## config.mk

```make
export PLATFORM = sky130hd
export DESIGN_NAME = dport_arb
export DESIGN_NICKNAME = d
export VERILOG_FILES = /design/src/rtl/dport_pkg.sv /design/src/rtl/dport_arb_idfifo.sv /design/src/rtl/dport_arb.sv
export SDC_FILE = /design/constraint.sdc
export NUM_CORES = 1
export LEC_CHECK = 0
export CAP_MARGIN = 20
export CORE_AREA = 5 5 148 150
export DETAILED_ROUTE_END_ITERATION = 10
export DIE_AREA = 0 0 153 155
export GPL_ROUTABILITY_DRIVEN = 0
export HOLD_SLACK_MARGIN = 0.15
export PLACE_DENSITY = 0.52
export SLEW_MARGIN = 10
export SYNTH_ARGS = -nofsm -noshare
export SYNTH_HDL_FRONTEND = slang
export SYNTH_SLANG_ARGS = --single-unit
```

## constraint.sdc

```tcl
create_clock -name clk_i -period 9.2 [get_ports clk_i]
set_input_delay 2.3 -clock clk_i [delete_from_list [all_inputs] [get_ports clk_i]]
set_output_delay 2.3 -clock clk_i [all_outputs]
set_load 0.005 [all_outputs]
```

## src/rtl/dport_pkg.sv

```systemverilog
// Shared types for the two-master dport arbiter: request/response bundles and tag width.
package dport_pkg;

    localparam int DPORT_TAG_W = 11;

    typedef struct packed {
        logic [31:0]            addr;
        logic [31:0]            data_wr;
        logic                   rd;
        logic [3:0]             wr;
        logic                   cacheable;
        logic [DPORT_TAG_W-1:0] tag;
        logic                   inv;
        logic                   wb;
        logic                   flush;
    } dport_req_t;

    typedef struct packed {
        logic [31:0]            data_rd;
        logic                   error;
        logic [DPORT_TAG_W-1:0] tag;
    } dport_resp_t;

    function automatic logic req_active(input dport_req_t r);
        return r.rd | (|r.wr) | r.inv | r.wb | r.flush;
    endfunction

endpackage

```

## src/rtl/dport_arb_idfifo.sv

```systemverilog
// Outstanding-request ID FIFO: records which master issued each accepted request, in order.
module dport_arb_idfifo #(
    parameter int DEPTH   = 4,
    parameter int DEPTH_W = 2
) (
    input  logic               clk_i,
    input  logic               rst_ni,
    input  logic               push_i,
    input  logic               push_id_i,
    input  logic               pop_i,
    output logic               head_o,
    output logic               full_o,
    output logic               empty_o,
    output logic [DEPTH_W:0]   count_o
);

    localparam logic [DEPTH_W:0] FULL_CNT = (DEPTH_W+1)'(DEPTH);

    logic [DEPTH-1:0]   mem_q, mem_d;
    logic [DEPTH_W-1:0] wr_ptr_q, wr_ptr_d;
    logic [DEPTH_W-1:0] rd_ptr_q, rd_ptr_d;
    logic [DEPTH_W:0]   count_q, count_d;
    logic               do_push, do_pop;

    assign full_o  = (count_q == FULL_CNT);
    assign empty_o = (count_q == '0);
    assign head_o  = mem_q[rd_ptr_q];
    assign count_o = count_q;

    assign do_push = push_i & ~full_o;
    assign do_pop  = pop_i & ~empty_o;

    // Pointers wrap naturally because DEPTH is a power of two.
    always_comb begin
        mem_d    = mem_q;
        wr_ptr_d = wr_ptr_q;
        rd_ptr_d = rd_ptr_q;
        count_d  = count_q;
        if (do_push) begin
            mem_d[wr_ptr_q] = push_id_i;
            wr_ptr_d        = wr_ptr_q + 1'b1;
        end
        if (do_pop) begin
            rd_ptr_d = rd_ptr_q + 1'b1;
        end
        case ({do_push, do_pop})
            2'b10:   count_d = count_q + 1'b1;
            2'b01:   count_d = count_q - 1'b1;
            default: count_d = count_q;
        endcase
    end

    always_ff @(posedge clk_i or negedge rst_ni) begin
        if (!rst_ni) begin
            mem_q    <= '0;
            wr_ptr_q <= '0;
            rd_ptr_q <= '0;
            count_q  <= '0;
        end else begin
            mem_q    <= mem_d;
            wr_ptr_q <= wr_ptr_d;
            rd_ptr_q <= rd_ptr_d;
            count_q  <= count_d;
        end
    end

endmodule

```

## src/rtl/dport_arb.sv

```systemverilog
// Round-robin two-master arbiter for a data-memory port, with grant hold across back-pressure
// and in-order response routing through an ID FIFO.
module dport_arb
    import dport_pkg::*;
#(
    parameter int TAG_W         = DPORT_TAG_W,
    parameter int OUTSTANDING   = 4,
    parameter int OUTSTANDING_W = 2
) (
    input  logic             clk_i,
    input  logic             rst_ni,
    input  logic [31:0]      m0_addr_i,
    input  logic [31:0]      m0_data_wr_i,
    input  logic             m0_rd_i,
    input  logic [3:0]       m0_wr_i,
    input  logic             m0_cacheable_i,
    input  logic [TAG_W-1:0] m0_req_tag_i,
    input  logic             m0_invalidate_i,
    input  logic             m0_writeback_i,
    input  logic             m0_flush_i,
    output logic             m0_accept_o,
    output logic             m0_ack_o,
    output logic [31:0]      m0_data_rd_o,
    output logic             m0_error_o,
    output logic [TAG_W-1:0] m0_resp_tag_o,
    input  logic [31:0]      m1_addr_i,
    input  logic [31:0]      m1_data_wr_i,
    input  logic             m1_rd_i,
    input  logic [3:0]       m1_wr_i,
    input  logic             m1_cacheable_i,
    input  logic [TAG_W-1:0] m1_req_tag_i,
    input  logic             m1_invalidate_i,
    input  logic             m1_writeback_i,
    input  logic             m1_flush_i,
    output logic             m1_accept_o,
    output logic             m1_ack_o,
    output logic [31:0]      m1_data_rd_o,
    output logic             m1_error_o,
    output logic [TAG_W-1:0] m1_resp_tag_o,
    output logic [31:0]      mem_addr_o,
    output logic [31:0]      mem_data_wr_o,
    output logic             mem_rd_o,
    output logic [3:0]       mem_wr_o,
    output logic             mem_cacheable_o,
    output logic [TAG_W-1:0] mem_req_tag_o,
    output logic             mem_invalidate_o,
    output logic             mem_writeback_o,
    output logic             mem_flush_o,
    input  logic             mem_accept_i,
    input  logic             mem_ack_i,
    input  logic [31:0]      mem_data_rd_i,
    input  logic             mem_error_i,
    input  logic [TAG_W-1:0] mem_resp_tag_i,
    output logic             busy_o
);

    dport_req_t  req_in [2];
    dport_req_t  req_out;
    dport_resp_t resp_in;
    dport_resp_t resp_out [2];
    logic [1:0]  req_v;

    logic rr_q, rr_d;
    logic lock_q, lock_d;
    logic locked_id_q, locked_id_d;
    logic grant, grant_req, issue, accept_fire, ack_fire;
    logic fifo_head, fifo_full, fifo_empty;
    logic [OUTSTANDING_W:0] fifo_count;

    always_comb begin
        req_in[0] = '{addr: m0_addr_i, data_wr: m0_data_wr_i, rd: m0_rd_i, wr: m0_wr_i,
                      cacheable: m0_cacheable_i, tag: m0_req_tag_i, inv: m0_invalidate_i,
                      wb: m0_writeback_i, flush: m0_flush_i};
        req_in[1] = '{addr: m1_addr_i, data_wr: m1_data_wr_i, rd: m1_rd_i, wr: m1_wr_i,
                      cacheable: m1_cacheable_i, tag: m1_req_tag_i, inv: m1_invalidate_i,
                      wb: m1_writeback_i, flush: m1_flush_i};
        req_v[0]  = req_active(req_in[0]);
        req_v[1]  = req_active(req_in[1]);
    end

    always_comb begin
        if (lock_q)                    grant = locked_id_q;
        else if (req_v[0] && !req_v[1]) grant = 1'b0;
        else if (req_v[1] && !req_v[0]) grant = 1'b1;
        else                           grant = rr_q;
    end

    // Everything customer-visible is gated by rst_ni so outputs read as zero throughout reset.
    assign grant_req   = req_v[grant];
    assign issue       = rst_ni & grant_req & ~fifo_full;
    assign accept_fire = issue & mem_accept_i;
    assign ack_fire    = rst_ni & mem_ack_i & ~fifo_empty;
    assign req_out     = issue ? req_in[grant] : '0;

    assign mem_addr_o       = req_out.addr;
    assign mem_data_wr_o    = req_out.data_wr;
    assign mem_rd_o         = req_out.rd;
    assign mem_wr_o         = req_out.wr;
    assign mem_cacheable_o  = req_out.cacheable;
    assign mem_req_tag_o    = req_out.tag;
    assign mem_invalidate_o = req_out.inv;
    assign mem_writeback_o  = req_out.wb;
    assign mem_flush_o      = req_out.flush;

    assign m0_accept_o = accept_fire & (grant == 1'b0);
    assign m1_accept_o = accept_fire & (grant == 1'b1);

    always_comb begin
        resp_in     = '{data_rd: mem_data_rd_i, error: mem_error_i, tag: mem_resp_tag_i};
        resp_out[0] = (ack_fire && fifo_head == 1'b0) ? resp_in : '0;
        resp_out[1] = (ack_fire && fifo_head == 1'b1) ? resp_in : '0;
    end

    assign m0_ack_o      = ack_fire & (fifo_head == 1'b0);
    assign m0_data_rd_o  = resp_out[0].data_rd;
    assign m0_error_o    = resp_out[0].error;
    assign m0_resp_tag_o = resp_out[0].tag;
    assign m1_ack_o      = ack_fire & (fifo_head == 1'b1);
    assign m1_data_rd_o  = resp_out[1].data_rd;
    assign m1_error_o    = resp_out[1].error;
    assign m1_resp_tag_o = resp_out[1].tag;

    assign busy_o = |fifo_count;

    // A refused grant stays locked until taken; a withdrawn request releases the lock.
    always_comb begin
        rr_d        = rr_q;
        lock_d      = lock_q;
        locked_id_d = locked_id_q;
        if (accept_fire) begin
            rr_d   = ~grant;
            lock_d = 1'b0;
        end else if (grant_req) begin
            lock_d      = 1'b1;
            locked_id_d = grant;
        end else begin
            lock_d = 1'b0;
        end
    end

    always_ff @(posedge clk_i or negedge rst_ni) begin
        if (!rst_ni) begin
            rr_q        <= 1'b0;
            lock_q      <= 1'b0;
            locked_id_q <= 1'b0;
        end else begin
            rr_q        <= rr_d;
            lock_q      <= lock_d;
            locked_id_q <= locked_id_d;
        end
    end

    dport_arb_idfifo #(
        .DEPTH   (OUTSTANDING),
        .DEPTH_W (OUTSTANDING_W)
    ) u_idfifo (
        .clk_i     (clk_i),
        .rst_ni    (rst_ni),
        .push_i    (accept_fire),
        .push_id_i (grant),
        .pop_i     (ack_fire),
        .head_o    (fifo_head),
        .full_o    (fifo_full),
        .empty_o   (fifo_empty),
        .count_o   (fifo_count)
    );

endmodule

```

==> reports/qor.yml <==
sta:
  clock.fmax_mhz: 129.5
  fin_crit_ps: 7721
  tns_ps: 0
  rsz0062_at_grt: "no"
  period_share_pct: 83.92
  worst_pin_slew_ps: 903.3
  finalHoldViolations: 0
  hold_ws_ps: 502.3
  slew_headroom_pct: 39.26
  skew_ps: 0.4866
  drv_slew: 0
  setup_viol: 0
worst_setup_path:
  worstSetupPathType: "in2out"
  cp.required_ps: 6900
  critPathMaxStageDelay_ps: 720
  crit_top_cell: "clkdlybuf4s50_1"
  crit_arrival_ps: 5420
  start_kind: "primary input"
  crit_path_end_kind: "output pin"
  crit_fanout: 84
  slowest_stage: "buf_4"
  r2r_setup_slack_ps: 6430
  r2r_end: "u_idfifo.count_o[2]"
  reg2regPathDepth: 9
  path_cells: "clkdlybuf4s50_1 -> or4_4 -> nor2_4 -> nor2_1 -> a211oi_4 -> buf_4 -> a22o_1 -> clkdlybuf4s50_1"
  r2r_start: "u_idfifo.count_o[0]"
pwr:
  switchingPower_uw: 437.3
  vdd_ir_drop_max_mv: 0.07233
  leakage_uw: 0.002616
  sw_frac_of_total_pct: 37.74
  pwr-share-seq_pct: 10.3
  p_int_uw: 721.5
  cellPowerDensity_nw_per_um2: 175.1
  power_uw: 1159
  combPwrFrac_pct: 83.0
  p_clk_share_pct: 6.7
clocking:
  cts_made_buffers: 3
  clockBufferDepth: 2
  clk_latency_ps: 240
  cts_tree: "built"
  clock-sinks: 14
  cts-resized-gates: 0
  root_buffer: "clkbuf_16"
  cts_hold_buf: 0
  post_cts_buffers: 0
  clkTransAtPathRegs_ps: 40
  cts_max_level: 1
routing:
  drc_errors: 0
  first_pass_iters: 4
  wl_mm: 16.53
  routedWlPerCell_um: 17.75
  ant_nets: 0
  viasPerCell: 4.124
  vias: 3839
  drt-initial-drc-count: 145
floorplanning:
  core_um2: 20560
  row_count: 53
  initial_core_util_pct: 11.55
  die_w_um: 153
  io_pins: 393
  die-area_um2: 23720
  fp.dieH_um: 155
synthesis:
  ys_seq_elements: 14
  netlist_instances: 288
  async_flop_share_pct: 100.0
  synth_area_leaders: "a22o_1 (31%), dfrtp_1 (15%), and2_1 (12%)"
  yosysTopAreaCell: "a22o_1"
  yosys_warnings: 0
  avgSynthCellArea_um2: 8.246
  synth_edf_count: 0
  synthesis.nets: 510
  synth_cell_types: 37
  syn_area_um2: 2375
  synth_flop_cell: "dfrtp_1"
  seq_area_frac_synth_pct: 14.75
  synth_top_cell_area_share_pct: 30.98
global_route:
  grt_pass1_wl_mm: 23.64
  antenna_found_initial: 0
  grt_overflow_total: 0
  grt_pass1_vias: 3862
  track_usage_pct: 12.29
  grt_max_degree: 85
finish:
  antenna_cells: 0
  nets: 880
  drive_gt1_share_pct: 3.811
  fillers: 2128
  area_growth_pct: 178.7
place:
  hpwl_mm: 13.79
  portBuffers: 392
job:
  max_cap_violations: 0
worst_hold_path:
  hp-start: "u_idfifo.count_o[0]"
  hold_depth: 1
  holdPathEnd: "u_idfifo.count_o[0]"
  hold_path_class: "reg2reg"
run_status:
  status: "completed"
==> state kept, by name, indices dropped and copies added, names as in the netlist <==
name,flops
rr_q,1
u_idfifo.rd_ptr_q,2
locked_id_q,1
lock_q,1
u_idfifo.wr_ptr_q,2
u_idfifo.mem_q,4
u_idfifo.count_o,3
==> metal layers <==
metal  global-route usage (%)  vias to the layer above  share of wire, %
met5                        0                        -                 0
met4                    3.055                        0               2.0
met3                    2.976                       22               7.1
met2                    23.37                      187                53
met1                    13.73                     1788                37
li1                         -                     1842                 -
==> Yosys cell counts, types with 2 or more instances <==
cell type  number
a22o_1         84
a31oi_1         4
a41oi_1         4
and2_1         45
and3_1         44
buf_2           9
buf_6           6
clkbuf_1       16
dfrtp_1        14
ha_1            5
inv_1           8
mux2_2          2
nand2_1         4
nand3_1         2
nor2_1          9
nor2_4          2
nor3_1          3
or4_4           4
xnor2_1         5
==> through the flow <==
stage,setup WS (ps),util [%],instances,cell area (µm²)
floorplan,3084,-,288,2375
global placement,1509,31.69,927,6515
detailed placement,1474,31.69,927,6515
CTS,1464,32.06,930,6590
global route,1361,32.19,931,6618
finish,1479,32.19,931,6618
==> final cells by class <==
class	count	area (µm²)	share of cell area (%)
repair buffers	397	3994	60.35
multi-input cells	234	1824	27.57
flip-flops and latches	14	350.3	5.294
well taps	275	344.1	5.199
clock buffers	3	75.07	1.134
inverters	8	30.03	0.4538
==> power by group through the flow <==
stage | clock, µW | sequential [µW] | combinational, µW
2_1_floorplan | 0 | 111 | 425
3_3_place_gp | 0 | 118 | 952
3_5_place_dp | 0 | 120 | 964
4_1_cts | 80.6 | 119 | 969
5_1_grt | 84.3 | 123 | 1030
6_report | 78.1 | 119 | 962
==> worst max-delay path by stage <==
stage | from | end | slack [ps] | depth (start not counted)
global route | m1_wr_i[3] | mem_data_wr_o[23] | 1360 | 8
finish | m1_wr_i[3] | mem_data_wr_o[23] | 1480 | 8
floorplan | m1_wr_i[3] | mem_addr_o[0] | 3080 | 7
detailed placement | m1_wr_i[3] | mem_data_wr_o[23] | 1470 | 8
CTS | m1_wr_i[3] | mem_data_wr_o[23] | 1460 | 8
global placement | m1_wr_i[3] | mem_data_wr_o[23] | 1510 | 8
==> cells in the final DEF (no fill, tap or decap), types with 2 or more instances in the layout <==
master / Yosys / routed
clkdlybuf4s50_1: 0 / 392
a22o_1: 84 / 84
and2_1: 45 / 45
and3_1: 44 / 44
dfrtp_1: 14 / 14
nor2_1: 9 / 8
inv_1: 8 / 7
xnor2_1: 5 / 5
ha_1: 5 / 5
or4_4: 4 / 4
nand2_1: 4 / 4
a31oi_1: 4 / 4
a41oi_1: 4 / 4
nor3_1: 3 / 3
clkbuf_16: 0 / 3
buf_4: 1 / 3
nand3_1: 2 / 2
nor2_4: 2 / 2
mux2_2: 2 / 2
==> worst max-delay path: cells and delay by family <==
family	cells	cell delay (ps)
buffers and inverters	3	1720
AND/OR/NAND/NOR	3	860
AO/OA/AOI/OAI	2	490
==> kinds of logic (layout without fill, tap and decap cells) <==
group	after synthesis	after routing	synth area share, %
simple gates	120	120	32.40
compound gates	98	98	35.98
buf+inv	40	408	8.851
flops	14	14	14.75
fa+ha+maj	6	6	3.477
xor+xnor	6	6	2.213
mux	4	4	2.318
Note: power is estimated with default switching activity, not from simulation.
